$ cat src/rtl/csa_stream_accumulator.sv
// ---------------------------------------------------------------------------
// csa_stream_accumulator
//
// Sums a stream of unsigned operands with one 3:2 carry-save compression per
// accepted operand, so no full carry chain sits in the per-operand path.
// After the operand flagged "last" the redundant sum/carry pair is resolved to
// binary by repeated half-add passes. The result is then presented on an
// output valid/ready handshake.
//
// Parameters:
//   WIDTH      operand width in bits
//   ACC_WIDTH  accumulator / result width in bits (>= WIDTH)
//
// Ports:
//   clk           rising-edge clock
//   rst_n         asynchronous active-low reset
//   in_valid      operand present
//   in_ready      block can accept an operand (ACCUM state)
//   in_data       operand, zero-extended to ACC_WIDTH
//   in_last       marks in_data as the final operand of the group
//   out_valid     result available
//   out_ready     consumer takes the result
//   out_sum       resolved sum modulo 2^ACC_WIDTH (0 when out_valid=0)
//   out_overflow  true sum exceeded 2^ACC_WIDTH-1 (0 when out_valid=0)
//   out_count     (only with CSA_STREAM_ACC_COUNT_EN) operands accepted in
//                 the group, saturating; 0 when out_valid=0
//
// Optional feature macro: CSA_STREAM_ACC_COUNT_EN
// ---------------------------------------------------------------------------
module csa_stream_accumulator #(
    parameter int WIDTH     = 4,
    parameter int ACC_WIDTH = 8
) (
    input  logic                 clk,
    input  logic                 rst_n,
    input  logic                 in_valid,
    output logic                 in_ready,
    input  logic [WIDTH-1:0]     in_data,
    input  logic                 in_last,
    output logic                 out_valid,
    input  logic                 out_ready,
    output logic [ACC_WIDTH-1:0] out_sum,
`ifdef CSA_STREAM_ACC_COUNT_EN
    output logic                 out_overflow,
    output logic [ACC_WIDTH-1:0] out_count
`else
    output logic                 out_overflow
`endif
);

    typedef enum logic [1:0] {
        ACCUM   = 2'd0,
        RESOLVE = 2'd1,
        DONE    = 2'd2
    } state_t;

    state_t               state, state_next;

    // Redundant accumulator: c_reg is kept already shifted to its weight.
    logic [ACC_WIDTH-1:0] s_reg, s_next;
    logic [ACC_WIDTH-1:0] c_reg, c_next;
    logic                 ovf_reg, ovf_next;

    // Registered result stage, loaded during the first DONE cycle.
    logic [ACC_WIDTH-1:0] res_sum_reg, res_sum_next;
    logic                 res_ovf_reg, res_ovf_next;
    logic                 res_valid_reg, res_valid_next;

    logic [ACC_WIDTH-1:0] x_ext;
    logic [ACC_WIDTH-1:0] maj;
    logic [ACC_WIDTH-1:0] pair_carry;
    logic                 accept;
    logic                 take_result;

    assign x_ext       = ACC_WIDTH'(in_data);
    assign maj         = (s_reg & c_reg) | (s_reg & x_ext) | (c_reg & x_ext);
    assign pair_carry  = s_reg & c_reg;
    assign accept      = in_valid && in_ready;
    assign take_result = res_valid_reg && out_ready;

    // State and datapath registers; reset discards any partial group.
    always_ff @(posedge clk or negedge rst_n) begin
        if (!rst_n) begin
            state         <= ACCUM;
            s_reg         <= '0;
            c_reg         <= '0;
            ovf_reg       <= 1'b0;
            res_sum_reg   <= '0;
            res_ovf_reg   <= 1'b0;
            res_valid_reg <= 1'b0;
        end else begin
            state         <= state_next;
            s_reg         <= s_next;
            c_reg         <= c_next;
            ovf_reg       <= ovf_next;
            res_sum_reg   <= res_sum_next;
            res_ovf_reg   <= res_ovf_next;
            res_valid_reg <= res_valid_next;
        end
    end

    // Next-state and datapath logic.
    // Any carry shifted out of the MSB is a dropped 2^ACC_WIDTH contribution,
    // so OR-ing those bits into ovf makes the overflow flag exact.
    always_comb begin
        state_next     = state;
        s_next         = s_reg;
        c_next         = c_reg;
        ovf_next       = ovf_reg;
        res_sum_next   = res_sum_reg;
        res_ovf_next   = res_ovf_reg;
        res_valid_next = res_valid_reg;

        case (state)
            ACCUM: begin
                if (accept) begin
                    s_next   = s_reg ^ c_reg ^ x_ext;
                    c_next   = maj << 1;
                    ovf_next = ovf_reg | maj[ACC_WIDTH-1];
                    if (in_last) begin
                        state_next = RESOLVE;
                    end
                end
            end

            RESOLVE: begin
                if (c_reg == '0) begin
                    state_next = DONE;
                end else begin
                    s_next   = s_reg ^ c_reg;
                    c_next   = pair_carry << 1;
                    ovf_next = ovf_reg | pair_carry[ACC_WIDTH-1];
                end
            end

            DONE: begin
                if (!res_valid_reg) begin
                    res_sum_next   = s_reg;
                    res_ovf_next   = ovf_reg;
                    res_valid_next = 1'b1;
                end else if (out_ready) begin
                    s_next         = '0;
                    c_next         = '0;
                    ovf_next       = 1'b0;
                    res_sum_next   = '0;
                    res_ovf_next   = 1'b0;
                    res_valid_next = 1'b0;
                    state_next     = ACCUM;
                end
            end

            default: begin
                state_next = ACCUM;
            end
        endcase
    end

    assign in_ready     = (state == ACCUM);
    assign out_valid    = res_valid_reg;
    assign out_sum      = res_sum_reg;
    assign out_overflow = res_ovf_reg;

`ifdef CSA_STREAM_ACC_COUNT_EN
    logic [ACC_WIDTH-1:0] count_reg, count_next;

    // Operand counter for the current group, saturating at all-ones.
    always_comb begin
        count_next = count_reg;
        if (take_result) begin
            count_next = '0;
        end else if (accept && (count_reg != {ACC_WIDTH{1'b1}})) begin
            count_next = count_reg + 1'b1;
        end
    end

    always_ff @(posedge clk or negedge rst_n) begin
        if (!rst_n) begin
            count_reg <= '0;
        end else begin
            count_reg <= count_next;
        end
    end

    assign out_count = res_valid_reg ? count_reg : '0;
`else
    logic unused_take_result;
    assign unused_take_result = take_result;
`endif

endmodule

$ cat config.mk
export PLATFORM = sky130hd
export DESIGN_NAME = csa_stream_accumulator
export DESIGN_NICKNAME = d
export VERILOG_FILES = /design/src/rtl/csa_stream_accumulator.sv
export SDC_FILE = /design/constraint.sdc
export NUM_CORES = 1
export LEC_CHECK = 0
export CORE_MARGIN = 1.5
export CORE_UTILIZATION = 54
export CTS_CLUSTER_DIAMETER = 120
export DETAILED_ROUTE_END_ITERATION = 12
export GPL_TIMING_DRIVEN = 0
export HOLD_SLACK_MARGIN = 0.08
export PLACE_DENSITY = 0.78
export SLEW_MARGIN = 20
export SYNTH_ARGS = -nofsm -noshare
export SYNTH_HDL_FRONTEND = slang
export SYNTH_SLANG_ARGS = --single-unit
$ cat constraint.sdc
create_clock -name clk -period 2.04 [get_ports clk]
set_input_delay 0.204 -clock clk [delete_from_list [all_inputs] [get_ports clk]]
set_output_delay 0.204 -clock clk [all_outputs]
set_load 0.01 [all_outputs]
==> results.toml <==
[worst_setup_path]
critPathKind = "flop to flop"
cp-startpoint = "state[0]$_DFFE_PN0P_"
worst_path_max_delay_cell = "dfrtp_1"
cp.depth = 7
crit_path_end = "s_reg[1]$_DFFE_PN0P_"
path_buf_inv = 2
rrSetupSlack_ns = 0.13
reg2regPathDepth = 7
critPathMaxFanout = 10
end_kind = "flop"
cp.required_ns = 2.27
crit_family = "flip-flops"
rr_endpoint = "s_reg[1]$_DFFE_PN0P_"
worstPathCellList = "inv_1 -> ha_1 -> a21boi_2 -> nor3_4 -> o21ai_4 -> buf_12 -> mux2_4"
critPathLaunchType = "flop"
arrival_ns = 2.13
critPathMaxStageDelay_ns = 0.45
rr_startpoint = "state[0]$_DFFE_PN0P_"

[finish]
stdcell_area_sq_um = 1810
nNetsFinal = 183
antenna_cells = 0
syn2layout_area_growth_pct = 17.6
drive_gt1_share_pct = 12.7

[drt]
vias_per_cell = 5.35
drt_iter0_drc = 20
vias = 1006
routed_wl_um = 2670
routedLengthMet1_um = 1220
dr.pass1.iters = 4
drcViolationCount = 0
highest-signal-layer = "met4"
route.met3.wl_um = 72
wl_per_cell_um = 14.2
antenna_left = 0
route.met2.wl_um = 1360

[logic_synthesis]
ys_ff_latch = 28
synth_top_area_share_pct = 45.6
yosysSeqAreaShare_pct = 45.6
syn_inst = 133
synth_most_common_cell = "dfrtp_1"
synthAdderAreaFrac_pct = 14.5
synth_top_flop_cell = "dfrtp_1"
synth_edf_count = 0
synth.distinct_cells = 29
yosysWarnings = 0
synth_top_family_by_area = "adder cells"
synth_common_cells = "28 x dfrtp_1, 18 x inv_1, 15 x nand2_1"
synth_compound_area_share_pct = 11.4
synthMuxAreaShare_pct = 11.9
synthXorXnorAreaFrac_pct = 0
syn_area_sq_um = 1540
netlist_top_cells_area = "dfrtp_1 46%, ha_1 11%, a22o_1 5.1%, mux2i_1 4.6%, inv_1 4.4%"
synthArstFlopShare_pct = 100
synthSimpleGateAreaFrac_pct = 10.4
avgSynthCellArea_sq_um = 11.6
synth_top_cell_by_area = "dfrtp_1"
syn-num-nets = 158

[clock_network]
htreeDepth = 1
clock-sinks = 28
cts_root_buffer = "clkbuf_4"
clock_latency_ns = 0.32
max-clock-path-buffers = 2
cts_buffers = 3
path_clk_slew_ns = 0.15
postCtsSetupRepairBufs = 0
tritoncts = "built"

[placement]
place_congestion = 0.733
io_buffers = 19
place_ws_ns = 0.159
dpl-instance-area_sq_um = 1760
hpwl_um = 1940

[worst_hold_path]
holdCritPathClass = "primary input to async pin"

[sta]
final_max_slew_viol_count = 0
slew_headroom_pct = 46.1
setup_ws_ns = 0.134
timing_hold_violations_final = 0
worst_pin_slew_ns = 0.803
fmax_mhz = 525
finalCritPeriodShare_pct = 93.4
hold_slack_ns = 0.415
finalClockSkew_ns = 0.00466
rsz0062_at_grt = "no"
finalSetupViolCount = 0
setup_tns_ns = 0
layout_min_cycle_time_ns = 1.91

[floorplanning]
core-area_sq_um = 2730
die_area_sq_um = 3170
io_pins = 20
rows = 19
die_width_um = 56.3
start_util_pct = 56.2
die_h_um = 56.3

[global_routing]
grt_max_degree = 29
grt_pass1_vias = 1013
antenna_found_initial = 0
grtUsageTotal_pct = 19.1
overflow = 0
grt_pass1_wl_um = 4660

[run]
drv_cap = 0

[power_and_ir_drop]
peakVddDrop_uv = 1120
p_leak_nw = 0.891
finalPower_mw = 2.74
powerDensity_nw_per_um2 = 1520

[status]
status = "complete, no violations"
==> metrics by stage <==
stage                     std cells  util (%)
after floorplan                 133         -
after global placement          183      64.6
after detailed placement        183      64.4
after CTS                       188      66.1
after global routing            188      66.1
final                           188      66.1
==> cell families (layout without fill, tap and decap cells) <==
family | count (synthesis) | after routing
muxes | 16 | 16
and+or+nand+nor | 29 | 29
buffers and inverters | 21 | 45
adders and majority gates | 16 | 16
AOI/OAI and AO/OA | 23 | 23
DFF | 28 | 28
==> repair_timing <==
action / in CTS / in global routing
gates resized for setup: 0 / 0
hold buffers: 1 / 0
endpoints found under the hold margin: 28 / 0
==> report_power, final <==
group | internal (mW) | switching, mW
clock | 0.109 | 0.163
combinational | 0.824 | 0.736
sequential | 0.735 | 0.173
total | 1.67 | 1.07
==> worst min-delay path by stage <==
stage	to	slack (ns)	cells after the start
6_report	out_sum[6]$_DFFE_PN0P_	0.41	2
5_1_grt	s_reg[3]$_DFFE_PN0P_	0.48	2
4_1_cts	s_reg[6]$_DFFE_PN0P_	0.43	2
3_5_place_dp	s_reg[6]$_DFFE_PN0P_	0.26	1
3_3_place_gp	out_sum[3]$_DFFE_PN0P_	0.48	1
2_1_floorplan	c_reg[1]$_DFFE_PN0P_	-0.09	0
==> placed cells by master (no fill, tap or decap), types with 2 or more instances in the layout <==
| cell type | instances |
|---|---|
| fa_1 | 3 |
| mux2_4 | 3 |
| clkdlybuf4s50_1 | 18 |
| mux2_2 | 6 |
| ha_1 | 13 |
| nand2_1 | 15 |
| nor2b_1 | 3 |
| mux2i_1 | 7 |
| o21ai_0 | 7 |
| clkbuf_1 | 2 |
| dfrtp_1 | 28 |
| clkbuf_4 | 3 |
| a22o_1 | 9 |
| nor2_1 | 3 |
| inv_1 | 18 |
==> metal layers <==
layer,vias up,GRT usage [%]
met4,0,6.12
met2,14,32.1
met3,2,2.53
met5,-,0
met1,492,25.8
li1,498,-
==> cell type report <==
cell class | instances | area, sq um
Clock buffer | 4 | 36.3
Tap cell | 31 | 38.8
Timing Repair Buffer | 20 | 195
Multi-Input combinational cell | 84 | 741
Sequential cell | 28 | 701
Buffer | 3 | 27.5
Fill cell | 216 | 927
Inverter | 18 | 67.6
No activity file was read; power rests on OpenSTA's default activity.
==> RTL edit: new RTL, same settings <==
The parameter `WIDTH` goes from 4 to 6.
--- a/src/rtl/csa_stream_accumulator.sv
+++ b/src/rtl/csa_stream_accumulator.sv
@@ -28,7 +28,7 @@
 // Optional feature macro: CSA_STREAM_ACC_COUNT_EN
 // ---------------------------------------------------------------------------
 module csa_stream_accumulator #(
-    parameter int WIDTH     = 4,
+    parameter int WIDTH     = 6,
     parameter int ACC_WIDTH = 8
 ) (
     input  logic                 clk,
Interface: changed (resized in_data); port bits go from 20 to 22. The function was not compared with the original's and may differ.
==> RTL edit against the original RTL <==
Wire length rose by 14%; combinational power rose by 20%; total power rose by 14%; cell area rose by 4.2%; sequential cell count did not move; synthesized area rose by 4.1%; worst setup slack improved by 0.0089 ns; clock skew fell by 0.0035 ns; critical endpoint is now s_reg[5]$_DFFE_PN0P_.
==> RTL edit: results (changes against the original RTL) <==
| Metric | Value |
|---|---|
| Wire per inst | 15.5 um (was 14.2 um) |
| Total Nets Final | 196 (was 183) |
| Maximum VDD drop | 0.00120 V (was 0.00112 V) |
| Post-synth net total | 169 (was 158) |
| Most instantiated cells after synthesis | dfrtp_1, inv_1, nand2_1 (unchanged) |
| Worst min path class | input pin to asynchronous set/reset pin (unchanged) |
| Vias | 1,097 (was 1,006) |
| Vias in the first global route | 1,157 (was 1,013) |
| GRT Total Usage | 0.208 (was 0.191) |
| Max incr delay on CP | 0.45 ns (about the same) |
| Area contributors post-synth | dfrtp_1, ha_1, mux2_4, fa_1, a22o_1 (was dfrtp_1, ha_1, a22o_1, mux2i_1, inv_1) |
| Drt first pass iters | 4 (unchanged) |
| Yosys cell types | 27 (was 29) |
| H-Tree Depth | 1 (unchanged) |
| Pre-CTS setup slack | 0.109 ns (was 0.159 ns) |
| Fraction of registers with async set/reset | 1.00 (unchanged) |
| Setup Buffers After CTS | 0 (unchanged) |
| Detailed placement HPWL | 2.24 mm (was 1.94 mm) |
| CTS Root Cell | clkbuf_4 (unchanged) |
| TritonCTS buffer count | 3 (unchanged) |
| Worst-Skew Late Latency | 0.32 ns (about the same) |
| Post-synthesis sequential area ratio | 0.438 (was 0.456) |
| Max-slew headroom | 0.436 (was 0.461) |
| Final Wtd Congestion | 0.765 (was 0.733) |
| PortBufs | 21 (was 19) |
| Outcome | finished, final reports clean (unchanged) |
| Worst path arrival time | ~2.1 ns |
| Max FO, Critical Path | 10 (unchanged) |
| Largest net degree at the start of global routing | 29 (unchanged) |
| Synth warnings | 0 (unchanged) |
| Count of filler cells inserted in the layout | 210 (was 216) |
| Clock Skew | 0.00119 ns (was 0.00466 ns) |
| Crit path max-delay cell type | dfrtp_1 (unchanged) |
| Initial antenna violation count | 0 (unchanged) |
| Number of diodes | 0 (unchanged) |
| Reg clk slew, reported paths | around 0.14 ns |
| First-pass GRT wire length | 5.29 mm (was 4.66 mm) |
| Leakage | 0.923 nW (was 0.891 nW) |
| Share of cells above drive strength 1 | 0.127 (about the same) |
| Initial DRC count | 27 (was 20) |
| Clock buffer depth | 2 (unchanged) |
RTL edit: worst max-delay path: cells and delay by family (launching register included):
family / cells / cell delay (ns)
AOI/OAI and AO/OA: 2 / 0.39
muxes: 1 / 0.31
and+or+nand+nor: 1 / 0.07
buffers and inverters: 2 / 0.32
DFF: 1 / 0.45
adders and majority gates: 1 / 0.26
RTL edit: worst paths after layout:
kind                                           to              startpoint  cells after the start  slack (ns)
setup / recovery             s_reg[5]$_DFFE_PN0P_    state[0]$_DFFE_PN0P_                      7        0.14
hold / removal               s_reg[2]$_DFFE_PN0P_                   rst_n                      2        0.41
min in group clk           out_sum[3]$_DFFE_PN0P_  out_sum[3]$_DFFE_PN0P_                      1        0.52
hold reg to reg            out_sum[3]$_DFFE_PN0P_  out_sum[3]$_DFFE_PN0P_                      1        0.52
max in group asynchronous    s_reg[6]$_DFFE_PN0P_                   rst_n                      2        1.22
setup reg to reg             s_reg[5]$_DFFE_PN0P_    state[0]$_DFFE_PN0P_                      7        0.14
RTL edit: cell type report:
class                      count  area [um2]  area share
sequential                    28         701       0.372
clock buffer                   3        22.5      0.0120
tap                           31        38.8      0.0206
buffer                         4        26.3      0.0140
timing repair buffer          22         215       0.114
multi-input combinational     90         812       0.431
inverter                      18        67.6      0.0359
RTL edit: through the flow:
step	instance area, um2	std cells	hold WS [ns]
2_1_floorplan	1600	140	-0.0916
3_3_place_gp	1850	192	0.482
3_5_place_dp	1840	192	0.257
4_1_cts	1880	196	0.444
5_1_grt	1880	196	0.466
6_report	1880	196	0.414
RTL edit: kinds of logic (layout without fill, tap and decap cells):
family | after synthesis | in the layout | share of synthesized area
compound gates | 27 | 27 | 0.122
fa+ha+maj | 18 | 18 | 0.164
buf+inv | 22 | 47 | 0.0587
flops | 28 | 28 | 0.438
mux | 16 | 16 | 0.127
simple gates | 29 | 29 | 0.0900
RTL edit: repair_timing:
item                                    4_1_cts  5_1_grt
gates resized for setup                       0        1
hold buffers                                  1        0
endpoints found under the setup margin        0        2
endpoints found under the hold margin        28        0
RTL edit: layer usage:
metal / vias up / track usage / part of all wire / wire length (um)
li1: 524 / - / - / -
met1: 548 / 0.264 / 0.45 / 1370
met2: 21 / 0.372 / 0.51 / 1540
met3: 4 / 0.0249 / 0.029 / 88
met4: 0 / 0.0631 / 0.0086 / 26
met5: - / 0 / 0 / 0
RTL edit: where the power goes:
part	switching (mW)	internal (mW)	total [mW]
clock network	0.152	0.0692	0.221
logic	0.884	0.983	1.87
registers	0.239	0.792	1.03
